## config.mk

```make
export PLATFORM = sky130hd
export DESIGN_NAME = piso_bit_serializer_flat
export DESIGN_NICKNAME = d
export VERILOG_FILES = /design/src/rtl/piso_bit_serializer_pkg.sv /design/src/rtl/piso_bit_serializer_if.sv /design/src/rtl/piso_bit_serializer_word_hold_buf.sv /design/src/rtl/piso_bit_serializer.sv /design/src/flat_wrapper.sv
export SDC_FILE = /design/constraint.sdc
export NUM_CORES = 1
export LEC_CHECK = 0
export ABC_AREA = 1
export CORE_ASPECT_RATIO = 1.5
export CORE_UTILIZATION = 52
export CTS_CLUSTER_SIZE = 14
export DETAILED_ROUTE_END_ITERATION = 7
export PLACE_DENSITY = 0.83
export SYNTH_ARGS = -nofsm -noshare
export SYNTH_HDL_FRONTEND = slang
export SYNTH_HIERARCHICAL = 1
export SYNTH_SLANG_ARGS = --single-unit
```

## constraint.sdc

```tcl
create_clock -name clk -period 1.95 [get_ports clk]
set_clock_uncertainty 0.05 [all_clocks]
set_input_delay 0.39 -clock clk [delete_from_list [all_inputs] [get_ports clk]]
set_output_delay 0.39 -clock clk [all_outputs]
set_load 0.1 [all_outputs]
```

## src/rtl/piso_bit_serializer_pkg.sv

```systemverilog
// Shared definitions for the serializer and the downstream sequence detector:
// state encodings, detector state values and a constant-width helper.
package piso_bit_serializer_pkg;

  typedef enum logic {
    SER_IDLE  = 1'b0,
    SER_SHIFT = 1'b1
  } ser_state_e;

  // Detector (1011 pattern) state values, kept here so both stages agree.
  localparam logic [2:0] DET_S0    = 3'd0;
  localparam logic [2:0] DET_S1    = 3'd1;
  localparam logic [2:0] DET_S10   = 3'd2;
  localparam logic [2:0] DET_S101  = 3'd3;
  localparam logic [2:0] DET_S1011 = 3'd4;

  // Smallest r with 2**r >= v; usable in constant expressions.
  function automatic int unsigned ser_clog2(input int unsigned v);
    int unsigned r;
    r = 32'd0;
    for (int unsigned i = 32'd0; i < 32'd31; i++) begin
      if ((32'd1 << i) < v) begin
        r = i + 32'd1;
      end
    end
    return r;
  endfunction

endpackage

```

## src/rtl/piso_bit_serializer_if.sv

```systemverilog
// Parallel-in / serial-out bundle: word handshake, bit strobe and serial outputs.
interface piso_bit_serializer_if #(
  parameter int WIDTH = 8
);
  logic [WIDTH-1:0] in_data;
  logic             in_valid;
  logic             in_ready;
  logic             bit_en;
  logic             ser_out;
  logic             ser_valid;
  logic             frame_start;
  logic             busy;

  modport master (
    output in_data, in_valid, bit_en,
    input  in_ready, ser_out, ser_valid, frame_start, busy
  );

  modport slave (
    input  in_data, in_valid, bit_en,
    output in_ready, ser_out, ser_valid, frame_start, busy
  );
endinterface

```

## src/rtl/piso_bit_serializer_word_hold_buf.sv

```systemverilog
// One-entry word buffer: accepts on valid & ready, empties on the load strobe.
module piso_bit_serializer_word_hold_buf #(
  parameter int WIDTH = 8
) (
  input  logic             clk,
  input  logic             rst,
  input  logic [WIDTH-1:0] in_data_i,
  input  logic             in_valid_i,
  output logic             in_ready_o,
  input  logic             load_i,
  output logic [WIDTH-1:0] hold_data_o,
  output logic             hold_full_o
);

  logic [WIDTH-1:0] hold_data_q, hold_data_d;
  logic             hold_full_q, hold_full_d;
  logic             accept_s;

  assign accept_s = in_valid_i & ~hold_full_q;

  // Load only happens when full and accept only when empty, so they never collide.
  always_comb begin
    hold_data_d = hold_data_q;
    hold_full_d = hold_full_q;
    if (load_i) begin
      hold_full_d = 1'b0;
    end else if (accept_s) begin
      hold_data_d = in_data_i;
      hold_full_d = 1'b1;
    end else begin
      hold_full_d = hold_full_q;
    end
  end

  always_ff @(posedge clk) begin
    if (!rst) begin
      hold_data_q <= '0;
      hold_full_q <= 1'b0;
    end else begin
      hold_data_q <= hold_data_d;
      hold_full_q <= hold_full_d;
    end
  end

  assign in_ready_o  = ~hold_full_q;
  assign hold_data_o = hold_data_q;
  assign hold_full_o = hold_full_q;

endmodule

```

## src/rtl/piso_bit_serializer.sv

```systemverilog
// Parallel-to-serial feeder for the sequence detector; one bit per bit_en strobe,
// with a one-word holding buffer so consecutive words stream without a gap.
module piso_bit_serializer
  import piso_bit_serializer_pkg::*;
#(
  parameter int WIDTH     = 8,
  parameter bit MSB_FIRST = 1'b1,
  parameter bit IDLE_BIT  = 1'b0
) (
  input  logic                   clk,
  input  logic                   rst,
  piso_bit_serializer_if.slave   bus
);

  localparam int unsigned    CNT_W    = ser_clog2(WIDTH);
  localparam logic [CNT_W-1:0] CNT_LAST = CNT_W'(WIDTH - 1);

  ser_state_e       state_q, state_d;
  logic [WIDTH-1:0] sr_q, sr_d;
  logic [CNT_W-1:0] cnt_q, cnt_d;
  logic             ser_out_q, ser_out_d;
  logic             ser_valid_q, ser_valid_d;
  logic             frame_start_q, frame_start_d;

  logic [WIDTH-1:0] hold_data_s;
  logic             hold_full_s;
  logic             load_s;
  logic             last_bit_s;

  function automatic logic first_bit(input logic [WIDTH-1:0] w);
    return MSB_FIRST ? w[WIDTH-1] : w[0];
  endfunction

  // sr always holds the bits not yet emitted, aligned so first_bit() picks the next one.
  function automatic logic [WIDTH-1:0] drop_bit(input logic [WIDTH-1:0] w);
    return MSB_FIRST ? (w << 1) : (w >> 1);
  endfunction

  piso_bit_serializer_word_hold_buf #(.WIDTH(WIDTH)) u_hold (
    .clk         (clk),
    .rst         (rst),
    .in_data_i   (bus.in_data),
    .in_valid_i  (bus.in_valid),
    .in_ready_o  (bus.in_ready),
    .load_i      (load_s),
    .hold_data_o (hold_data_s),
    .hold_full_o (hold_full_s)
  );

  assign last_bit_s = (cnt_q == CNT_LAST);
  assign load_s     = bus.bit_en & hold_full_s & ((state_q == SER_IDLE) | last_bit_s);

  always_ff @(posedge clk) begin
    if (!rst) begin
      state_q       <= SER_IDLE;
      sr_q          <= '0;
      cnt_q         <= '0;
      ser_out_q     <= IDLE_BIT;
      ser_valid_q   <= 1'b0;
      frame_start_q <= 1'b0;
    end else begin
      state_q       <= state_d;
      sr_q          <= sr_d;
      cnt_q         <= cnt_d;
      ser_out_q     <= ser_out_d;
      ser_valid_q   <= ser_valid_d;
      frame_start_q <= frame_start_d;
    end
  end

  always_comb begin
    state_d = state_q;
    sr_d    = sr_q;
    cnt_d   = cnt_q;
    case (state_q)
      SER_IDLE: begin
        if (load_s) begin
          state_d = SER_SHIFT;
          sr_d    = drop_bit(hold_data_s);
          cnt_d   = '0;
        end else begin
          state_d = SER_IDLE;
        end
      end
      SER_SHIFT: begin
        if (!bus.bit_en) begin
          state_d = SER_SHIFT;
        end else if (!last_bit_s) begin
          sr_d  = drop_bit(sr_q);
          cnt_d = cnt_q + CNT_W'(1);
        end else if (hold_full_s) begin
          sr_d  = drop_bit(hold_data_s);
          cnt_d = '0;
        end else begin
          state_d = SER_IDLE;
        end
      end
      default: begin
        state_d = SER_IDLE;
      end
    endcase
  end

  always_comb begin
    ser_out_d     = ser_out_q;
    ser_valid_d   = ser_valid_q;
    frame_start_d = load_s;
    if (load_s) begin
      ser_out_d   = first_bit(hold_data_s);
      ser_valid_d = 1'b1;
    end else if ((state_q == SER_SHIFT) && bus.bit_en) begin
      if (!last_bit_s) begin
        ser_out_d   = first_bit(sr_q);
        ser_valid_d = 1'b1;
      end else begin
        ser_out_d   = IDLE_BIT;
        ser_valid_d = 1'b0;
      end
    end else begin
      ser_out_d   = ser_out_q;
      ser_valid_d = ser_valid_q;
    end
  end

  assign bus.ser_out     = ser_out_q;
  assign bus.ser_valid   = ser_valid_q;
  assign bus.frame_start = frame_start_q;
  assign bus.busy        = (state_q == SER_SHIFT) | hold_full_s;

endmodule

```

## src/flat_wrapper.sv

```systemverilog
// flat-port wrapper written by rule: the top's interface ports become plain ports
module piso_bit_serializer_flat import piso_bit_serializer_pkg::*;
#(
  parameter int WIDTH     = 8,
  parameter bit MSB_FIRST = 1'b1,
  parameter bit IDLE_BIT  = 1'b0
)
  (clk, rst, bus_in_data, bus_in_valid, bus_bit_en, bus_in_ready, bus_ser_out, bus_ser_valid, bus_frame_start, bus_busy);
  piso_bit_serializer_if #(.WIDTH(WIDTH)) bus_i ();
  input  logic clk;
  input  logic rst;
  input wire logic [$bits(bus_i.in_data)-1:0] bus_in_data;
  input wire logic [$bits(bus_i.in_valid)-1:0] bus_in_valid;
  input wire logic [$bits(bus_i.bit_en)-1:0] bus_bit_en;
  output wire logic [$bits(bus_i.in_ready)-1:0] bus_in_ready;
  output wire logic [$bits(bus_i.ser_out)-1:0] bus_ser_out;
  output wire logic [$bits(bus_i.ser_valid)-1:0] bus_ser_valid;
  output wire logic [$bits(bus_i.frame_start)-1:0] bus_frame_start;
  output wire logic [$bits(bus_i.busy)-1:0] bus_busy;
  assign bus_i.in_data = bus_in_data;
  assign bus_i.in_valid = bus_in_valid;
  assign bus_i.bit_en = bus_bit_en;
  assign bus_in_ready = bus_i.in_ready;
  assign bus_ser_out = bus_i.ser_out;
  assign bus_ser_valid = bus_i.ser_valid;
  assign bus_frame_start = bus_i.frame_start;
  assign bus_busy = bus_i.busy;
  piso_bit_serializer #(.WIDTH(WIDTH), .MSB_FIRST(MSB_FIRST), .IDLE_BIT(IDLE_BIT)) u_core (.clk(clk), .rst(rst), .bus(bus_i));
endmodule
```

==> impl_results.md <==
* CP endpoint kind: register
* Drt drc at 0
* Combinational power share at 29.0%
* CTS H-tree lvls at 1
* Unique masters post-synth at 19
* N_diodes at 0
* Ratio of final minimum period to clock period at 92.51%
* Setup_tns at 0 ps
* Drt pass-1 iters at 4
* Initial Utilization at 55.98%
* HP Start: u_core/cnt_q[0]
* # IOs at 17
* Hpwl dp at 1510 um
* DR WL/cell at 10.48 um
* Die width at 40.38 um
* RR Startpoint: u_core/cnt_q[0]
* Power Internal at 0.7065 mW
* Register-to-Register Path Depth at 10
* R2r setup slk at 150 ps
* Nets at 198
* Yosys warnings at 6
* Crit-path cells: ha_1 -> ha_1 -> inv_1 -> nand2_4 -> nand2_1 -> inv_1 -> nor2_4 -> nand3_1 -> nand2_1 -> nor2_1
* Post-Syn Instances at 164
* Final Setup Violations at 0
* Clk pwr share at 20.6%
* Worst-Skew Late Latency at 310 ps
* Hold WC Path Type: reg -> reg
* # rows at 20
* Tot GR Track Use at 20.28%
* Final Max Slew Viols at 0
* NetSw at 0.3628 mW
* Cell area after layout at 0.001368 mm^2
* Dpl cell area at 0.001330 mm^2
* Cell Area, Synth at 0.001149 mm^2
* Vias in the first global route at 866
* Slowest Stage Delay on Critical Path at 350 ps
* Static Leakage at 0.6890 nW
* Gpl congestion at 0.8264
* Sw Ratio at 33.93%
* Clk slew on worst S/H paths at 120 ps
* Number of DRC markers in iteration 0 at 12
* Setup Fix Bufs, Post-CTS at 0
* Vias/cell at 5.015
* Die Y-Extent at 59.56 um
* WHS Path Cells at 1
* Peak fanout along the critical path at 8
* Vias post-DR at 1028
* Crit path launch type: register
* CTS Buf Count at 3
* RSZ-0062 raised after global routing: no
* Worst hold endpoint: u_core/cnt_q[0]
* FMAX at 554.3 MHz
* Seq cells post-synth at 23
* Syn_nets at 178
* Global-route wire length before repair at 3401 um
* Pwr dens at 781.8 mW/mm^2
* Final Hold Viols at 0
* Min setup slack post-route at 146.0 ps
* Worst VDD drop at 0.0004694 V
* Post-DRT Antenna Nets at 0
* PortBufs at 16
* Gr ovfl total at 0
* Layout cells sized above 1 at 14.21%
* Die Footprint at 0.002405 mm^2
* Area added between synthesis and finish at 19.06%
* Worst relative slew slack at 64.45%
* RR Endpoint: u_core/u_hold/hold_data_o[7]
* CTS tree: yes
* Met1 usage at 22.46%
* Worst EP arrival at 1980 ps
* Run status: complete, no violations
* Grt met2 use at 34.69%
* Pre-CTS worst setup slack at 55.43 ps
* Largest net degree at the start of global routing at 21
* CP Launch Point: u_core/cnt_q[0]
* Met3 global-route usage at 2.256%
* Seq/Total Area, Yosys at 40.09%
* Initial antenna violation count at 0
* Total Wirelength at 2149 um
* Grt peak-use layer: met2
* Core ar. at 0.002052 mm^2
* Mapped Avg Cell Area at 7.004 um^2
* Clock period minus worst slack at 1804 ps
* Num Clock Sinks at 23
* Critical-path top delay cell: dfxtp_1
* Root buffer cell: clkbuf_4
* Worst-Margin Slew at 531.6 ps
* Flop pwr share at 50.4%
* Max_cap viols at 0
* Critical path type: reg -> reg
* Clock buffer depth at 2
* Worst EP required at 2120 ps
cell families after synthesis:
logic type / share of synthesized area [%]
flops: 40.09
simple gates: 35.40
buf+inv: 13.07
fa+ha+maj: 2.178
compound gates: 9.259
Yosys cell counts:
| cell | count | area (um^2) |
|---|---|---|
| nand2_1 | 38 | 142.6 |
| nor2_1 | 26 | 97.59 |
| inv_1 | 25 | 93.84 |
| dfxtp_1 | 23 | 460.4 |
| nand3_1 | 18 | 90.09 |
| a21oi_1 | 11 | 55.05 |
| o21ai_2 | 5 | 43.79 |
| buf_6 | 3 | 33.78 |
| nand2_4 | 3 | 33.78 |
| ha_1 | 2 | 25.02 |
| inv_2 | 2 | 7.510 |
| buf_1 | 1 | 3.750 |
| buf_4 | 1 | 7.510 |
| clkbuf_1 | 1 | 3.750 |
| nand3_4 | 1 | 17.52 |
| nor2_2 | 1 | 6.260 |
| nor2_4 | 1 | 11.26 |
| nor3b_1 | 1 | 7.510 |
| o211ai_1 | 1 | 7.510 |
through the flow:
stage,hold slack [ps],power (mW),std cells,util (%)
6_report,421.6,1.069,205,66.65
3_3_place_gp,398.4,0.8451,200,64.82
3_5_place_dp,403.8,0.8538,200,64.82
4_1_cts,423.7,1.072,204,66.10
2_1_floorplan,376.9,0.7754,164,-
5_1_grt,440.1,1.126,205,66.65
placed cells by master (no fill, tap or decap), drive strengths merged, types with 4 or more instances in the layout:
cell,count
o21ai,5
buf,9
clkdlybuf4s50,11
nand2,41
dfxtp,23
nand3,19
a21oi,11
inv,27
nor2,29
clkbuf,4
power groups by stage:
stage	clock network [mW]	logic, mW	registers [mW]
finish	0.220	0.310	0.539
global route	0.241	0.339	0.546
CTS	0.226	0.308	0.538
detailed placement	0	0.306	0.548
global placement	0	0.298	0.547
floorplan	0	0.199	0.576
how the worst max path moves through the flow:
stage | cells past startpoint | end
2_1_floorplan | 7 | u_core/bus.ser_out
3_3_place_gp | 9 | u_core/u_hold/hold_data_o[5]
3_5_place_dp | 9 | u_core/u_hold/hold_data_o[7]
4_1_cts | 10 | u_core/u_hold/hold_data_o[7]
5_1_grt | 10 | u_core/u_hold/hold_data_o[1]
6_report | 10 | u_core/u_hold/hold_data_o[7]
routing by layer:
layer / vias up / wire length [um]
li1: 543 / -
met1: 465 / 903
met2: 15 / 1147
met3: 5 / 50
met4: 0 / 48
met5: - / 0
registers in the layout (all words and copies together), names as in the netlist:
| register | flops |
|---|---|
| u_core/state_q | 1 |
| u_core/bus.ser_valid | 1 |
| u_core/sr_q | 7 |
| u_core/bus.frame_start | 1 |
| u_core/cnt_q | 3 |
| u_core/u_hold/hold_full_o | 1 |
| u_core/u_hold/hold_data_o | 8 |
| u_core/bus.ser_out | 1 |
timing repair:
| item | CTS | global route |
|---|---|---|
| hold buffers | 0 | 0 |
| resized for setup | 0 | 1 |
| endpoints found under the setup margin | 0 | 8 |
area by class of cell:
| class | count | area [um^2] |
|---|---|---|
| timing repair buffer | 20 | 202.7 |
| inverter | 27 | 101.3 |
| multi-input combinational | 109 | 549.3 |
| tap | 22 | 27.53 |
| sequential | 23 | 460.4 |
| clock buffer | 4 | 26.28 |
| fill | 195 | 684.4 |
critical path: cells and delay by family, from the launching register on:
kind / cells / cell delay (ps)
fa+ha+maj: 2 / 390
flops: 1 / 350
buf+inv: 2 / 290
simple gates: 6 / 630
(Power assumes the default switching activity.)
